[src/rtl/la_pwrseq.sv]
// la_pwrseq: power-switch sequencer for a switched domain, living in the always-on domain.
//
// Power-up releases the switch sleep stages one at a time, from sleep[0] up to sleep[N-1],
// to limit inrush current. It then waits for power-good, drops isolation and finally
// releases the domain reset. Power-down runs the same steps in reverse order. A power-good
// fault forces the domain to its safe state and raises a sticky err.
//
// Parameters
//   N     number of switch stages
//   DW    width of delay
//   TW    width of timeout
//   PROP  implementation property string
//
// Ports
//   clk      in   clock
//   nreset   in   synchronous active-low reset
//   req      in   1 = domain requested on, 0 = requested off
//   delay    in   extra cycles between stage steps (step period = delay+1)
//   timeout  in   power-good wait limit, cycles
//   ack      in   power-good from the last switch stage (already synchronous)
//   sleep    out  per-stage switch sleep, 1 = switch off
//   iso      out  1 = domain outputs isolated
//   dnreset  out  domain reset, active-low
//   on       out  domain fully up
//   busy     out  sequence in progress
//   err      out  power-good fault (sticky while req=1)

module la_pwrseq #(
    parameter int unsigned N    = 4,
    parameter int unsigned DW   = 8,
    parameter int unsigned TW   = 12,
    parameter string       PROP = "DEFAULT"
) (
    input  logic          clk,
    input  logic          nreset,
    input  logic          req,
    input  logic [DW-1:0] delay,
    input  logic [TW-1:0] timeout,
    input  logic          ack,
    output logic [N-1:0]  sleep,
    output logic          iso,
    output logic          dnreset,
    output logic          on,
    output logic          busy,
    output logic          err
);

    localparam int unsigned IW = (N > 1) ? $clog2(N) : 1;

    typedef enum logic [3:0] {
        st_off,
        st_up,
        st_wack,
        st_isorel,
        st_rstrel,
        st_on,
        st_dnrst,
        st_dniso,
        st_dn,
        st_fault
    } state_e;

    state_e        state_q, state_d;
    logic [N-1:0]  sleep_q, sleep_d;
    logic          iso_q, iso_d;
    logic          dnreset_q, dnreset_d;
    logic          on_q, on_d;
    logic          busy_q, busy_d;
    logic          err_q, err_d;
    logic [IW-1:0] idx_q, idx_d;
    logic [DW-1:0] cnt_q, cnt_d;
    logic [TW-1:0] timer_q, timer_d;

    // A comparison with >= makes the step counter saturate at delay. This keeps the
    // timing sane if delay is lowered in the middle of a sequence.
    logic step_due;
    assign step_due = (cnt_q >= delay);

    // PROP carries no behaviour in this implementation.
    logic unused_prop;
    assign unused_prop = (PROP != "");

    always_ff @(posedge clk) begin
        if (!nreset) begin
            state_q   <= st_off;
            sleep_q   <= '1;
            iso_q     <= 1'b1;
            dnreset_q <= 1'b0;
            on_q      <= 1'b0;
            busy_q    <= 1'b0;
            err_q     <= 1'b0;
            idx_q     <= '0;
            cnt_q     <= '0;
            timer_q   <= '0;
        end else begin
            state_q   <= state_d;
            sleep_q   <= sleep_d;
            iso_q     <= iso_d;
            dnreset_q <= dnreset_d;
            on_q      <= on_d;
            busy_q    <= busy_d;
            err_q     <= err_d;
            idx_q     <= idx_d;
            cnt_q     <= cnt_d;
            timer_q   <= timer_d;
        end
    end

    always_comb begin
        state_d   = state_q;
        sleep_d   = sleep_q;
        iso_d     = iso_q;
        dnreset_d = dnreset_q;
        on_d      = on_q;
        busy_d    = busy_q;
        err_d     = err_q;
        idx_d     = idx_q;
        cnt_d     = cnt_q;
        timer_d   = timer_q;

        case (state_q)
            st_off: begin
                err_d = 1'b0;
                if (req) begin
                    state_d = st_up;
                    idx_d   = '0;
                    cnt_d   = '0;
                end
            end

            st_up: begin
                // Stage 0 is released on the first edge in UP. Each later stage waits
                // delay+1 cycles after the previous one.
                if ((idx_q == '0) || step_due) begin
                    sleep_d[idx_q] = 1'b0;
                    busy_d         = 1'b1;
                    cnt_d          = '0;
                    if (idx_q == IW'(N - 1)) begin
                        state_d = st_wack;
                        timer_d = '0;
                    end else begin
                        idx_d = idx_q + IW'(1);
                    end
                end else begin
                    cnt_d = cnt_q + DW'(1);
                end
            end

            st_wack: begin
                // The timer is compared before it is incremented, so it cannot wrap.
                if (ack) begin
                    state_d = st_isorel;
                    iso_d   = 1'b0;
                end else if (timer_q == timeout) begin
                    state_d = st_fault;
                end else begin
                    timer_d = timer_q + TW'(1);
                end
            end

            st_isorel: begin
                state_d   = st_rstrel;
                dnreset_d = 1'b1;
            end

            st_rstrel: begin
                state_d = st_on;
                on_d    = 1'b1;
                busy_d  = 1'b0;
            end

            st_on: begin
                // Losing power-good takes priority over a power-down request.
                if (!ack) begin
                    state_d = st_fault;
                    on_d    = 1'b0;
                end else if (!req) begin
                    state_d   = st_dnrst;
                    on_d      = 1'b0;
                    dnreset_d = 1'b0;
                    busy_d    = 1'b1;
                end
            end

            st_dnrst: begin
                state_d = st_dniso;
                iso_d   = 1'b1;
            end

            st_dniso: begin
                state_d          = st_dn;
                sleep_d[N-1]     = 1'b1;
                idx_d            = IW'(N - 2);
                cnt_d            = '0;
            end

            st_dn: begin
                // Once the first stage is back in sleep, leave on the following edge.
                if (sleep_q[0]) begin
                    state_d = st_off;
                    busy_d  = 1'b0;
                end else if (step_due) begin
                    sleep_d[idx_q] = 1'b1;
                    cnt_d          = '0;
                    if (idx_q != '0) begin
                        idx_d = idx_q - IW'(1);
                    end
                end else begin
                    cnt_d = cnt_q + DW'(1);
                end
            end

            st_fault: begin
                sleep_d   = '1;
                iso_d     = 1'b1;
                dnreset_d = 1'b0;
                on_d      = 1'b0;
                busy_d    = 1'b0;
                err_d     = req;
                if (!req) begin
                    state_d = st_off;
                end
            end

            default: begin
                state_d = st_off;
            end
        endcase
    end

    assign sleep   = sleep_q;
    assign iso     = iso_q;
    assign dnreset = dnreset_q;
    assign on      = on_q;
    assign busy    = busy_q;
    assign err     = err_q;

endmodule

[config.mk]
export PLATFORM = sky130hd
export DESIGN_NAME = la_pwrseq
export DESIGN_NICKNAME = d
export VERILOG_FILES = /design/src/rtl/la_pwrseq.sv
export SDC_FILE = /design/constraint.sdc
export NUM_CORES = 1
export LEC_CHECK = 0
export CAP_MARGIN = 10
export CORE_ASPECT_RATIO = 2
export CORE_UTILIZATION = 50
export CTS_BUF_LIST = sky130_fd_sc_hd__clkbuf_16
export DETAILED_ROUTE_END_ITERATION = 8
export DONT_BUFFER_PORTS = 1
export GPL_TIMING_DRIVEN = 0
export HOLD_SLACK_MARGIN = 0.06
export SLEW_MARGIN = 20
export SYNTH_ARGS = -nofsm -noshare
export SYNTH_HDL_FRONTEND = slang
export SYNTH_SLANG_ARGS = --single-unit
[constraint.sdc]
create_clock -name clk -period 2.6 [get_ports clk]
set_input_delay 0.39 -clock clk [delete_from_list [all_inputs] [get_ports clk]]
set_output_delay 0.39 -clock clk [all_outputs]
set_load 0.03 [all_outputs]
Word level (Yosys, flattened, before mapping):

Cells that the tools add are included.

* register bits: 35
* word-level logic and storage cells: 124
* input bits: 24
* output and inout port bits: 9

* order comparisons: 3
* add/sub/neg operators: 4
* eq/ne operators: 27
* bitwise operators: 3
* muxes and demuxes: 47
* reduce and logical (&&, ||, !) cells: 28

Operators with widths (count)
* 12-bit 2-to-1 mux: 4
* 4-bit 2-to-1 mux: 12
* 4-bit case mux with 10 select lines: 1
* 8-bit 2-to-1 mux: 4
* 8-bit case mux with 4 select lines: 1
* 2-bit inequality test (second input constant): 14
* 12-bit case mux with 2 select lines: 1
* 4-bit by 3-bit == test with 1-bit output (second input constant): 4
* 7-bit AND reduction: 2
* 12-bit by 1-bit adder with 12-bit output (second input constant): 1
* 12-bit == test: 1
* 2-bit 2-to-1 mux: 6
* 3-bit nonzero test: 4
* 5-bit AND reduction: 2
* 1-bit 2-to-1 mux: 9
* 1-bit case mux with 3 select lines: 3
* 3-bit case mux with 3 select lines: 1
* 8-bit by 1-bit adder with 8-bit output (second input constant): 1
* 4-bit by 2-bit == test with 1-bit output (second input constant): 2
* 4-bit == test (second input constant): 2
* 8-bit greater-or-equal comparator: 1
* 2-bit case mux with 4 select lines: 1
* 4-bit AND reduction: 2
* 2-bit nonzero test: 4
* 21 further kinds: 29

Logic depth before layout (Yosys ltp):

Gate-level depths: netlist (run 1).

* word-level depth: 8
* depth in mapped cells: 9
* mapped depth without buffers: 8

Least setup slack after synthesis (run 1):

Ideal clock, no wire load.

* kind: register to register
* from: register cnt_q[0]
* to: register sleep_q[3], in the netlist sleep[3]
* library setup time: 0.146 ns
* clock period less this slack: 2.078 ns
* buffers on the path: 0
* slack: 0.522 ns
* stages on the path, launching flop included: 9
* arrival time: 1.932 ns
* data required time: 2.454 ns
* cell sequence: dfxtp_1 -> inv_1 -> ha_1 -> nand2b_1 -> a2111o_1 -> a31oi_4 -> a32oi_1 -> a41oi_1 -> o221ai_1

* cells in the longest elaborated chain, start to end: 4
* elaborated cells between the ends (all ways): 5
* those cells by class: order compare (1); eq/ne (2); reduce/logical (2)

Ends and longest elaborated chain
* start: declaration: RTL line 71 `logic [DW-1:0] cnt_q, cnt_d;`
* start signal: assignment: RTL line 104 `cnt_q <= cnt_d;`
* 8-bit greater-or-equal comparator (*): RTL line 77 `assign step_due = (cnt_q >= delay);`
* 1-bit logical OR: RTL line 134 `if ((idx_q == '0) || step_due) begin`
* 2-bit inequality test (no line)
* 4-bit AND reduction (no line) (*)
* end signal: assignment: RTL line 97 `sleep_q <= sleep_d;`
* end: declaration: RTL line 64 `logic [N-1:0] sleep_q, sleep_d;`

Every way passes the cells marked *; elsewhere a longest branch is shown, timed or not.
A chain may end at the register's enable or synchronous reset.

Worst setup path in the final report (run 1):

Ends and elaborated chain as after synthesis.

==> metrics.txt, run 1 <==
status complete, no violations; asr flop ratio synth 0; Post-synth top flop dfxtp_1; power per cell area slightly below 900 mW/mm^2; Die Span Y around 100 um; Max Clock Skew roughly 0.0058 ns; layout cells sized above 1 0.1053; period utilization 0.9268; die width ~51 um; Worst Setup Start Kind flop; hold-fix buffers at CTS 0; Syn Area/Cell 8.158 um^2; cell row count 35; Max Freq between 400 and 500 MHz; cts bufs inserted 5; critical path class reg2reg; Synth Warn # 0; CTS resizes 0; final setup fails 0; H-Tree Depth 2; sw frac 0.4228; Post-Syn Instances between 200 and 300; Arr. time, crit path between 2 and 3 ns; final setup margin between 0.15 and 0.2 ns; Worst Tran Pin Value 0.5411 ns; first drt pass iteration count 4; max_cap viols 0; vias in the first global route 2,084; Crit Path Max Fanout 7; Leakage roughly 1.0 nW; initial core utilization 0.5202; P_int around 0.0013 W; pin count of the biggest net entering global routing 13; synth-to-layout area growth 8.860%; final wirelength around 5900 um; antenna violations before repair 0; Die ar. roughly 0.0051 mm^2; DRC 0; clock period minus worst slack between 2 and 2.5 ns; synthesized cell area 0.002415 mm^2; 1st-iter DRT viols 62; setup_tns 0 ns; Synth cell types 64; Seq cells post-synth 35; dpl hpwl ~4400 um; Synth Net Count 330; number of setup buffers added after CTS 0; total grt overflow 0; vias per std cell around 6; Seq/Total Area, Yosys 0.2902; pre-CTS setup slack around 0.20 ns; I/O pins 33; Clk pin slew, worst setup/hold paths roughly 0.06 ns; CTS tree built; EDFF count, synth 0; Final ANT Viol Nets 0; Max VDD drop approximately 0.47 mV; Final Hold Viols 0; Placer Congestion 0.8547; Seq pwr share 0.313; Nets about 340; post-route cell area ~0.0026 mm^2; Placement Cell Area roughly 0.0025 mm^2; final core utilization 0.5663; Filler Cell Count about 470; Longest Clk Path Bufs 2; Clk pwr share 0.260; HP Class in2reg; routed vias 2,202; ANT cells 0; global-route wire length before repair 9749 um; CP required ~2.7 ns; worst skew pair latency 0.29 ns; P_sw between 0.0009 and 0.001 W; slew margin rel. 0.6392; Core ar. between 0.004 and 0.005 mm^2; Slew Viols, Final 0; IO buf count 0; CTS root buffer clkbuf_16; Clock Sinks 35; Worst setup EP type flop; Gate power share 0.427; GRT Util Overall 0.2525; RSZ-0062 raised after global routing false; Avg WL per Cell roughly 16 um
==> sequential cells by signal (all words and copies together), names as in the netlist <==
register  flops
state_q       4
on            1
busy          1
err           1
dnreset       1
sleep         4
iso           1
cnt_q         8
timer_q      12
idx_q         2
==> worst max-delay path, cell delays in order (launching register included) <==
cell and delay, ns:
dfxtp_1 0.38, inv_1 0.09, ha_1 0.26, nand2b_1 0.14, a2111o_1 0.45, a31oi_4 0.29, a32oi_1 0.21, a41oi_1 0.28
o221ai_1 0.15
==> Yosys cell counts, drive strengths merged (2+ instances only) <==
cell / count / area, um^2
nor4: 4 / 61.31
and4: 2 / 17.52
o21ai: 24 / 123.9
clkbuf: 7 / 26.28
or3: 3 / 18.77
nor2: 35 / 133.9
a211o: 2 / 17.52
xor2: 25 / 219.0
a211oi: 3 / 22.52
inv: 15 / 56.30
nor3: 5 / 41.29
nand4: 9 / 56.30
dfxtp: 35 / 700.7
mux2i: 3 / 30.03
ha: 10 / 125.1
nor2b: 2 / 12.51
a21oi: 18 / 90.09
and2: 4 / 25.02
nand2b: 7 / 43.79
a21boi: 2 / 18.77
a32oi: 2 / 17.52
o21a: 2 / 15.01
buf: 6 / 38.79
nor3b: 2 / 31.28
nand2: 22 / 87.58
and3: 5 / 31.28
nand3: 13 / 65.06
o22a: 2 / 26.28
xnor2: 4 / 35.03
a31oi: 4 / 55.05
==> per-stage QoR <==
stage                     power [W]  std cells  hold WS (ns)
after CTS                  0.002287        359        0.2921
after global placement     0.001683        351        0.4811
after global routing       0.002425        359        0.2978
after floorplan            0.001478        296        0.4618
final                      0.002280        359        0.2911
after detailed placement   0.001685        351        0.5091
==> cell families after synthesis <==
group           count (synthesis)  share of synthesized area
compound gates                 71                     0.2047
flops                          35                     0.2902
fa+ha+maj                      10                    0.05181
simple gates                  119                     0.2808
buf+inv                        28                    0.05026
xor+xnor                       29                     0.1052
mux                             4                    0.01710
==> path summary, 6_finish.rpt <==
path / start / slack (ns) / cells past startpoint / to
min reg2reg: cnt_q[7] / 0.51 / 2 / cnt_q[7]
min: ack / 0.29 / 3 / iso
max reg2reg: cnt_q[0] / 0.19 / 8 / sleep[3]
max: cnt_q[0] / 0.19 / 8 / sleep[3]
==> layout by cell type, fill, tap and decap left out, types with 5 or more instances in the layout <==
cell type	n
dfxtp_1	35
nand2_1	20
inv_1	14
nor2_1	34
nand4_1	9
a21oi_1	18
xor2_1	25
nand3_1	13
ha_1	10
o21ai_0	17
clkbuf_1	7
o21ai_1	6
nand2b_1	7
and3_1	5
clkbuf_16	5
==> area by class of cell <==
class,instances,area (um^2),share of cell area
Buffer,13,65.06,0.02475
Multi-Input combinational cell,233,1593,0.6059
Clock inverter,3,20.02,0.007615
Sequential cell,35,700.7,0.2665
Tap cell,55,68.82,0.02618
Clock buffer,5,125.1,0.04760
Inverter,15,56.30,0.02142
==> metal layers <==
layer / GRT usage / part of all wire
met5: 0 / 0
met3: 0.05303 / 0.045
met4: 0.1132 / 0.017
met1: 0.2712 / 0.40
met2: 0.4545 / 0.54
==> power by group through the flow <==
stage                     logic, W  registers, W  clock network, W
after global placement    0.000957      0.000727                 0
after floorplan           0.000765      0.000712                 0
after global routing       0.00107      0.000726          0.000632
after detailed placement  0.000958      0.000728                 0
after CTS                 0.000964      0.000716          0.000606
final                     0.000973      0.000715          0.000592
(Power assumes the default switching activity.)
==> run 2: changes to the inputs <==
SETUP_SLACK_MARGIN = 0.1   (was unset)
==> metrics.txt, run 2 (synthesized netlist as in run 1, its figures left out) <==
status complete, no violations; cell row count 35; total grt overflow 0; routed vias between 2,000 and 2,500; final wirelength roughly 5900 um; number of setup buffers added after CTS 0; setup_tns 0 ns; Filler Cell Count 470; power per cell area roughly 860 mW/mm^2; Die ar. a little over 0.005 mm^2; period utilization 0.9033; pin count of the biggest net entering global routing 13; Avg WL per Cell roughly 16 um; worst skew pair latency 0.28 ns; final setup fails 0; Crit Path Max Fanout 5; Max Clock Skew between 0.006 and 0.007 ns; Placer Congestion 0.8547; I/O pins 33; Worst setup EP type flop; first drt pass iteration count 4; commonest non-fill, non-tap cells in the layout 35 x dfxtp_1, 34 x nor2_1, 25 x xor2_1, 20 x nand2_1, 18 x a21oi_1; synth-to-layout area growth 9.482%; slowest cell delay on critical path roughly 0.45 ns; Clk pin slew, worst setup/hold paths around 0.060 ns; hold slack approximately 0.29 ns; CP max-delay cell a2111o_1; slew margin rel. 0.6373; Regs by FF count timer_q (12), cnt_q (8); ANT cells 0; RSZ-0062 raised after global routing false; GRT Util Overall 0.2525; layout cells sized above 1 0.1111; Nets roughly 340; Clock Sinks 35; largest register by flop count timer_q; crit path cell chain inv_1, ha_1, nand2b_1, a2111o_1, a31oi_4, buf_4, a32o_1, o21ai_0, a21oi_1; Worst Tran Pin Value 0.5440 ns; cts bufs inserted 5; Max Freq roughly 430 MHz; global-route wire length before repair 9749 um; dpl hpwl 4393 um; Core ar. approximately 0.0046 mm^2; CP bufs+invs 2; clock period minus worst slack roughly 2.3 ns; Slew Viols, Final 0; max_cap viols 0; CTS tree built; H-Tree Depth 2; Final Hold Viols 0; IO buf count 0; Final ANT Viol Nets 0; die width 51.14 um; final core utilization 0.5695; HP Class in2reg; CTS root buffer clkbuf_16; Largest register FFs 12; vias per std cell approximately 6.1; hold-fix buffers at CTS 0; Max VDD drop between 0.4 and 0.5 mV; antenna violations before repair 0; Longest Clk Path Bufs 2; Arr. time, crit path between 2 and 3 ns; CP required between 2 and 3 ns; Leakage roughly 1.0 nW; vias in the first global route about 2,100; CTS resizes 0; Die Span Y between 100 and 150 um; commonest non-fill, non-tap cell in the layout dfxtp_1; 1st-iter DRT viols 64; DRC 0; critical path class reg2reg; Worst Setup Start Kind flop; crit-path leading delay family compound AO/OA/AOI/OAI gates; initial core utilization 0.5202
-- run 2: cell count changes in the layout (fill, tap and decap cells not counted) --
cell,before,now
buf_4,1,3
-- run 2: where the power goes --
| part | switching, W | leakage (nW) | total (W) | internal [W] |
|---|---|---|---|---|
| registers | 0.000106 | 0.284 | 0.000714 | 0.000608 |
| logic | 0.000613 | 0.683 | 0.000969 | 0.000356 |
| clock network | 0.000239 | 0.0658 | 0.000592 | 0.000353 |
-- run 2: final timing paths --
| kind | startpoint | end | slack, ns | cells past startpoint |
|---|---|---|---|---|
| setup / recovery | cnt_q[0] | idx_q[0] | 0.25 | 9 |
| setup reg to reg | cnt_q[0] | idx_q[0] | 0.25 | 9 |
| hold reg to reg | cnt_q[7] | cnt_q[7] | 0.51 | 2 |
| hold / removal | ack | iso | 0.29 | 3 |
-- run 2: layer usage --
layer,track usage,part of all wire
met4,0.1132,0.017
met1,0.2712,0.40
met3,0.05303,0.042
met2,0.4545,0.54
met5,0,0
-- run 2: final cells by class --
type,instances,area [um^2],area share
Multi-Input combinational cell,233,1593,0.6025
Buffer,13,65.06,0.02461
Sequential cell,35,700.7,0.2650
Timing Repair Buffer,2,15.01,0.005679
Clock buffer,5,125.1,0.04733
Inverter,15,56.30,0.02130
Clock inverter,3,20.02,0.007572
Tap cell,55,68.82,0.02603
-- run 2: through the flow --
step | std cells | area, um^2 | worst slack [ns] | power, W
3_3_place_gp | 351 | 2484 | 0.2092 | 0.001683
2_1_floorplan | 296 | 2415 | 0.5222 | 0.001478
5_1_grt | 361 | 2644 | 0.1029 | 0.002425
4_1_cts | 359 | 2629 | 0.1902 | 0.002287
3_5_place_dp | 351 | 2484 | 0.2000 | 0.001685
6_report | 361 | 2644 | 0.2514 | 0.002275
-- run 2: worst register-to-register path: cells and delay by family (launching register included) --
family | cells | cell delay [ns]
flops | 1 | 0.38
compound gates | 5 | 1.26
buf+inv | 2 | 0.24
fa+ha+maj | 1 | 0.26
simple gates | 1 | 0.14
